--- config.mk ---
export PLATFORM = sky130hd
export DESIGN_NAME = instream
export DESIGN_NICKNAME = d
export VERILOG_FILES = /design/src/rtl/instream.sv
export SDC_FILE = /design/constraint.sdc
export NUM_CORES = 1
export LEC_CHECK = 0
export ABC_CLOCK_PERIOD_IN_PS = 11800
export CAP_MARGIN = 20
export CORE_AREA = 2 2 177 179
export CTS_BUF_LIST = sky130_fd_sc_hd__clkbuf_8
export CTS_CLUSTER_DIAMETER = 100
export DETAILED_ROUTE_END_ITERATION = 8
export DIE_AREA = 0 0 179 181
export HOLD_SLACK_MARGIN = 0.08
export PLACE_DENSITY_LB_ADDON = 0.05
export SYNTH_ARGS = -nofsm -noshare
export SYNTH_HDL_FRONTEND = slang
export SYNTH_SLANG_ARGS = --single-unit
--- constraint.sdc ---
create_clock -name clk -period 11.8 [get_ports clk]
set_input_delay 2.36 -clock clk [delete_from_list [all_inputs] [get_ports clk]]
set_output_delay 2.36 -clock clk [all_outputs]
set_load 0.05 [all_outputs]
--- src/rtl/instream.sv ---
// instream: test-vector stream source offering words over a ready/read handshake.
// Optional INSTREAM_STALL_EN adds a saturating consumer back-pressure counter (stall_cnt).
`default_nettype none

module instream #(
    parameter int DEPTH = 39,
    parameter int LEN_W = 6
) (
    input  logic                     clk,
    input  logic                     rst,
    input  logic [LEN_W-1:0]         length,
    input  logic signed [10:0]       data [0:DEPTH-1],
    input  logic                     rd,
    output logic                     wready,
    output logic signed [10:0]       value,
    output logic [LEN_W-1:0]         pos,
    output logic                     range_err,
    output logic                     complete
`ifdef INSTREAM_STALL_EN
    ,
    output logic [15:0]              stall_cnt
`endif
);

    typedef enum logic [1:0] {
        S_LOAD  = 2'd0,
        S_OFFER = 2'd1,
        S_DONE  = 2'd2
    } state_t;

    state_t                state, state_d;
    logic [LEN_W-1:0]      len_q, len_d;
    logic [LEN_W-1:0]      pos_d;
    logic [LEN_W-1:0]      next_idx;
    logic [LEN_W-1:0]      len_clamped;
    logic signed [10:0]    value_d;
    logic signed [10:0]    load_word;
    logic signed [10:0]    load_sat;
    logic                  load_en;
    logic                  wready_d;
    logic                  complete_d;
    logic                  err_d;

    function automatic logic signed [10:0] sat(input logic signed [10:0] x);
        if (x > 11'sd999)
            return 11'sd999;
        else if (x < -11'sd999)
            return -11'sd999;
        else
            return x;
    endfunction

    assign len_clamped = (length > LEN_W'(DEPTH)) ? LEN_W'(DEPTH) : length;
    assign next_idx    = pos + LEN_W'(1);
    assign load_sat    = sat(load_word);

    always_comb begin
        state_d    = state;
        len_d      = len_q;
        pos_d      = pos;
        value_d    = value;
        wready_d   = wready;
        complete_d = complete;
        err_d      = range_err;
        load_en    = 1'b0;
        load_word  = '0;
        case (state)
            S_LOAD: begin
                len_d = len_clamped;
                if (len_clamped == '0) begin
                    state_d    = S_DONE;
                    complete_d = 1'b1;
                end else begin
                    load_en   = 1'b1;
                    load_word = data[0];
                    wready_d  = 1'b1;
                    state_d   = S_OFFER;
                end
            end
            S_OFFER: begin
                if (rd) begin
                    pos_d = next_idx;
                    if (next_idx == len_q) begin
                        state_d    = S_DONE;
                        wready_d   = 1'b0;
                        complete_d = 1'b1;
                    end else begin
                        // next_idx < len_q <= DEPTH here, so the index is in range
                        load_en   = 1'b1;
                        load_word = data[next_idx];
                    end
                end
            end
            S_DONE: begin
            end
            default: state_d = S_LOAD;
        endcase
        if (load_en) begin
            value_d = load_sat;
            if (load_sat != load_word)
                err_d = 1'b1;
        end
    end

    always_ff @(posedge clk) begin
        if (rst) begin
            state     <= S_LOAD;
            len_q     <= '0;
            pos       <= '0;
            value     <= '0;
            wready    <= 1'b0;
            complete  <= 1'b0;
            range_err <= 1'b0;
        end else begin
            state     <= state_d;
            len_q     <= len_d;
            pos       <= pos_d;
            value     <= value_d;
            wready    <= wready_d;
            complete  <= complete_d;
            range_err <= err_d;
        end
    end

`ifdef INSTREAM_STALL_EN
    always_ff @(posedge clk) begin
        if (rst)
            stall_cnt <= '0;
        else if (state == S_OFFER && !rd && stall_cnt != 16'hFFFF)
            stall_cnt <= stall_cnt + 16'd1;
    end
`endif

endmodule

`default_nettype wire

==> results of run 1 <==
[power by group]
group | internal [W] | total, W | leakage, nW | switching (W)
Combinational | 0.000276 | 0.000480 | 3.20 | 0.000204
Sequential | 0.000105 | 0.000118 | 0.231 | 0.0000131
Clock | 0.0000455 | 0.0000773 | 0.0358 | 0.0000318
[through the flow]
step	worst slack (ns)	hold WS, ns
floorplan	6.86	0.467
detailed placement	5.93	0.450
global route	5.93	0.486
finish	6.23	0.462
global placement	5.99	0.450
CTS	6.03	0.466
[sequential cells by signal, summed over array words and instances (netlist names)]
register   count
value         11
len_q          6
pos            6
state          2
complete       1
range_err      1
wready         1
[path summary, 6_finish.rpt]
kind                            depth (start not counted)                   start                endpoint
worst min register to register                          2  value[10]$_SDFFE_PP0P_  value[10]$_SDFFE_PP0P_
worst max register to register                         15     pos[0]$_SDFFE_PP0P_   value[4]$_SDFFE_PP0P_
worst max-delay path                                   10               length[4]   value[3]$_SDFFE_PP0P_
worst min-delay path                                    2  value[10]$_SDFFE_PP0P_  value[10]$_SDFFE_PP0P_
[metal layers]
metal	vias to the layer above	wire (microns)
met3	38	2690
met5	-	28
met1	3203	13600
met2	275	18600
met4	4	735
li1	3103	-
[critical path, stage by stage]
cell and delay (ns):
clkdlybuf4s50_1 0.45, or4_1 0.59, nor3_1 0.43, nor2_1 0.32, a31oi_1 0.41, nand4_1 0.18
o21bai_1 0.19, ha_1 0.37, nand2b_1 0.20, a32o_1 0.24
[layout by cell type (no fill, tap or decap), types with 3 or more instances in the layout]
cell	n
a21o_1	4
a21oi_1	40
a221o_1	3
a221oi_1	9
a22oi_1	4
a31oi_1	8
a32oi_1	8
and3_1	3
buf_4	10
clkbuf_8	3
clkdlybuf4s50_1	457
dfxtp_1	27
diode_2	13
inv_1	10
mux2_2	12
mux2i_1	26
mux4_2	86
nand2_1	90
nand3_1	30
nand4_1	7
nor2_1	37
nor3_1	12
o211ai_1	5
o21ai_0	22
o221ai_1	3
or3_1	5
xnor2_1	4
xnor2_2	4
xnor3_1	4
[cell type report]
cell class | instances | area (sq um) | area share (%)
Tap cell | 396 | 495 | 4.81
Multi-Input combinational cell | 474 | 4450 | 43.1
Clock buffer | 3 | 41.3 | 0.401
Inverter | 10 | 37.5 | 0.364
Antenna cell | 13 | 32.5 | 0.316
Timing Repair Buffer | 468 | 4660 | 45.2
Sequential cell | 28 | 564 | 5.47
Clock inverter | 1 | 30.0 | 0.291
[cells by family after synthesis]
family / count (synthesis) / share of synthesized area [%]
mux: 125 / 44.1
simple gates: 199 / 16.6
buf+inv: 65 / 7.21
flops: 28 / 10.5
compound gates: 132 / 16.9
fa+ha+maj: 2 / 0.468
xor+xnor: 16 / 4.21
==> flow_summary.toml, run 1 <==
[final_layout]
stdcell_area_sq_mm = 0.0103
final_nets = 1425
area_delta_synth_final_pct = 92.8
fill_cells = 3154
drive_above_1_share_pct = 13.0
final_core_util_pct = 34.0
final_cells = 1393

[synth]
synth_commonest_cells = "nand2_1 (90), mux4_2 (86), a21oi_1 (40), nor2_1 (37), nand3_1 (30)"
syn_area_per_cell_sq_um = 9.43
ys_warn_count = 0
syn_inst = 567
synthArstFlopShare_pct = 0
synth_most_common_cell = "nand2_1"
synth_cell_types = 68
synth_top_area_share_pct = 36.2
ys_ff_latch = 28
synth_edf_count = 0
ys_seq_area_share_pct = 10.5
yosys.area.top_type = "mux4_2"
syn_area_sq_mm = 0.00535
synth_nets = 1007
synthFlopType = "dfxtp_1"
ys_top_cells_by_area = "mux4_2 (36%), dfxtp_1 (10%), nand2_1 (6.3%), mux2i_1 (4.9%), a21oi_1 (3.7%)"

[routing]
drtIter0Drc = 295
drc_errors = 0
num_vias = 6623
via_per_inst = 4.75
detail_route.wl_per_cell_microns = 25.6
wirelength_mm = 35.6
firstDrtPassIters = 7
drtAntennaViolNets = 0

[clock_tree]
path_clk_slew_ns = 0.10
clock_path_buffers = 2
cts_root_buf = "clkbuf_8"
cts_tree = "built"
cts_setup_buffers = 0
cts_resized = 0
htreeDepth = 1
cts_hold_buf = 0
cts_made_buffers = 3
cts.sinks = 28
clock_latency_ns = 0.28

[placement]
placed_area_sq_mm = 0.0102
place_congestion = 0.826
placed_cells = 1374
port_buffers = 457
place_hpwl_mm = 30.2

[setup_path]
critPathMaxFanout = 11
cp.arrival_ns = 5.76
required_ns = 11.99
worstSetupEndpointType = "flip-flop"
critical_path_class = "in -> reg"
crit_path_start_kind = "input port"
regToRegSetupSlack_ns = 6.47

[power]
power.total_w = 0.000675
power_leakage_nw = 3.46
power_density_mw_per_mm2 = 65.5
ir_worst_vdd_mv = 0.0516

[global_routing]
met1_usage_pct = 24.5
antenna_found_initial = 16
grt-busiest-layer = "met2"
grt_use_total_pct = 21.6
first_global_vias = 7449
overflow = 0
globalRouteMet2Util_pct = 39.2
use_met3_pct = 6.08
grt_pass1_wl_mm = 50.8
grt_max_degree = 59

[floorplan]
num_io_pins = 458
core-area_sq_mm = 0.0303
rows = 64
start_util_pct = 17.6
die_area_sq_mm = 0.0324
die_x_microns = 179
die_y_microns = 181

[sta]
period_needed_ns = 5.57
final.setup.tns_ns = 0
max_slew.worst_pin.slew_ns = 0.992
fmax_ghz = 0.179
hold_violations = 0
setup_viol = 0
rsz0062_at_grt = "no"
min_period_over_period_pct = 47.2
timing.slew.headroom_pct = 33.5
drv_slew = 0
finClkSkew_ns = 0.00845

[run_status]
outcome = "finished, final reports clean"

[run]
drv_cap = 0

[min_path]
hold_path_class = "reg -> reg"
(Power assumes the default switching activity.)
==> run 2, diff against run 1 <==
--- a/config.mk
+++ b/config.mk
@@ -5,13 +5,13 @@
 export SDC_FILE = /design/constraint.sdc
 export NUM_CORES = 1
 export LEC_CHECK = 0
-export ABC_CLOCK_PERIOD_IN_PS = 11800
+export ABC_CLOCK_PERIOD_IN_PS = 4800
 export CAP_MARGIN = 20
-export CORE_AREA = 2 2 177 179
+export CORE_AREA = 2 2 178 180
 export CTS_BUF_LIST = sky130_fd_sc_hd__clkbuf_8
 export CTS_CLUSTER_DIAMETER = 100
 export DETAILED_ROUTE_END_ITERATION = 8
-export DIE_AREA = 0 0 179 181
+export DIE_AREA = 0 0 180 182
 export HOLD_SLACK_MARGIN = 0.08
 export PLACE_DENSITY_LB_ADDON = 0.05
 export SYNTH_ARGS = -nofsm -noshare
==> constraint.sdc (replaced) <==
create_clock -name clk -period 4.8 [get_ports clk]
set_input_delay 0.96 -clock clk [delete_from_list [all_inputs] [get_ports clk]]
set_output_delay 0.96 -clock clk [all_outputs]
set_load 0.05 [all_outputs]
==> run 2 against run 1 <==
  * Die area up 1.1%
  * Design area rose by 1.6%
  * Global-route usage shrank 1.0 points
  * Combinational power rose to 2.5 times the previous value
  * Total power up 140%
  * Clock-buffer cell count up 1
  * Worst setup slack worse by 5.4 ns
  * Wire length is 2.9% lower
  * Sequential share of layout area shrank 0.086 points
  * Non-clock buffer count increased by 18
  * Sequential cell count did not move
==> flow_summary.toml, run 2 (synthesis gave the netlist of run 1 again) <==
[placement]
placed_area_sq_mm = 0.0104
port_buffers = 457
place_hpwl_mm = 29.7
place_congestion = 0.884

[routing]
firstDrtPassIters = 4
wirelength_mm = 34.6
drtAntennaViolNets = 0
drtIter0Drc = 303
num_vias = 6651
via_per_inst = 4.72
drc_errors = 0
detail_route.wl_per_cell_microns = 24.6

[floorplan]
rows = 65
num_io_pins = 458
start_util_pct = 17.3
core-area_sq_mm = 0.0310
die_area_sq_mm = 0.0328
die_y_microns = 182
die_x_microns = 180

[setup_path]
path_delay_family = "simple AND/OR/NAND/NOR gates"
critical-path-max-stage-delay_ns = 0.59
crit_slowest_cell = "or4_1"
path_cells = "clkdlybuf4s50_1 -> or4_1 -> nor3_1 -> nor2_1 -> buf_4 -> a32oi_1 -> a31oi_1 -> o21bai_1 -> ha_1 -> nand2b_1 -> a32o_1"
crit_path_start_kind = "input port"
required_ns = 4.98
worstSetupEndpointType = "flip-flop"
critical_path_class = "in -> reg"
critPathMaxFanout = 11
crit_buf_inv = 2
cp.arrival_ns = 4.20

[global_routing]
grt_pass1_wl_mm = 49.9
antenna_found_initial = 9
overflow = 0
grt_max_degree = 66
first_global_vias = 7596
grt_use_total_pct = 20.6

[run_status]
outcome = "finished, final reports clean"

[final_layout]
area_delta_synth_final_pct = 95.9
largest_register_ffs = 11
regMostFlops = "value"
final_cell_mix = "clkdlybuf4s50_1 (457), nand2_1 (90), mux4_2 (86), a21oi_1 (40), nor2_1 (37)"
mostFrequentLayoutCell = "clkdlybuf4s50_1"
stdcell_area_sq_mm = 0.0105
drive_above_1_share_pct = 14.6
reg.largest.list = "value x11, len_q x6, pos x6"
final_nets = 1443

[power]
power.total_w = 0.00165
power_leakage_nw = 3.56
power_density_mw_per_mm2 = 157
ir_worst_vdd_mv = 0.101

[clock_tree]
cts_made_buffers = 3
clock_latency_ns = 0.28
cts_tree = "built"
cts_resized = 0
clock_path_buffers = 2
htreeDepth = 1
cts.sinks = 28
path_clk_slew_ns = 0.10
cts_root_buf = "clkbuf_8"
cts_setup_buffers = 0
cts_hold_buf = 0

[sta]
drv_slew = 0
min_period_over_period_pct = 83.8
finalHoldWorstSlack_ns = 0.463
finClkSkew_ns = 0.00634
hold_violations = 0
rsz0062_at_grt = "no"
setup_viol = 0
timing.slew.headroom_pct = 43.8
fmax_ghz = 0.249
period_needed_ns = 4.02
max_slew.worst_pin.slew_ns = 0.841
final.setup.tns_ns = 0

[min_path]
hold_path_class = "reg -> reg"

[run]
drv_cap = 0
-- run 2: cell count changes in the layout (fill, tap and decap cells not counted), sizes merged --
cell and change:
clkbuf +1, diode -8, buf +18, bufinv -1
-- run 2: worst paths after layout --
kind / startpoint / endpoint / slack [ns] / depth (start not counted)
setup / recovery: length[4] / value[3]$_SDFFE_PP0P_ / 0.78 / 11
hold / removal: value[10]$_SDFFE_PP0P_ / value[10]$_SDFFE_PP0P_ / 0.46 / 2
setup reg to reg: pos[0]$_SDFFE_PP0P_ / value[3]$_SDFFE_PP0P_ / 0.79 / 13
hold reg to reg: value[10]$_SDFFE_PP0P_ / value[10]$_SDFFE_PP0P_ / 0.46 / 2
-- run 2: power by group --
part	internal [W]	switching, W	total [W]	leakage [nW]
clock	0.0000735	0.0000758	0.000149	0.0288
sequential	0.000257	0.0000205	0.000278	0.231
combinational	0.000701	0.000519	0.00122	3.30
total	0.00103	0.000615	0.00165	3.56
-- run 2: metrics by stage --
stage	instances	setup WS (ns)	util (%)
CTS	1404	0.727	33.8
floorplan	567	0.783	-
global route	1409	0.416	33.8
finish	1409	0.778	33.8
detailed placement	1400	0.438	33.6
global placement	1400	0.416	33.6
-- run 2: layout make-up --
class | count | area, sq um
Fill cell | 3202 | 20500
Timing Repair Buffer | 486 | 4850
Multi-Input combinational cell | 474 | 4450
Sequential cell | 28 | 564
Tap cell | 402 | 503
Clock buffer | 4 | 55.1
Inverter | 10 | 37.5
Antenna cell | 5 | 12.5
-- run 2: worst register-to-register path, delay by kind of cell, from the launching register on --
kind | cells | cell delay (ns)
simple gates | 5 | 1.67
compound gates | 6 | 1.01
flops | 1 | 0.44
fa+ha+maj | 1 | 0.43
buf+inv | 1 | 0.40
-- run 2: routing by layer --
layer / up-vias / routed length (microns) / global-route usage [%] / share of wire [%]
li1: 3139 / - / - / -
met3: 38 / 2310 / 5.38 / 6.7
met5: - / 41 / 0 / 0.12
met2: 266 / 18100 / 38.4 / 52
met1: 3202 / 13500 / 23.3 / 39
met4: 6 / 662 / 4.81 / 1.9
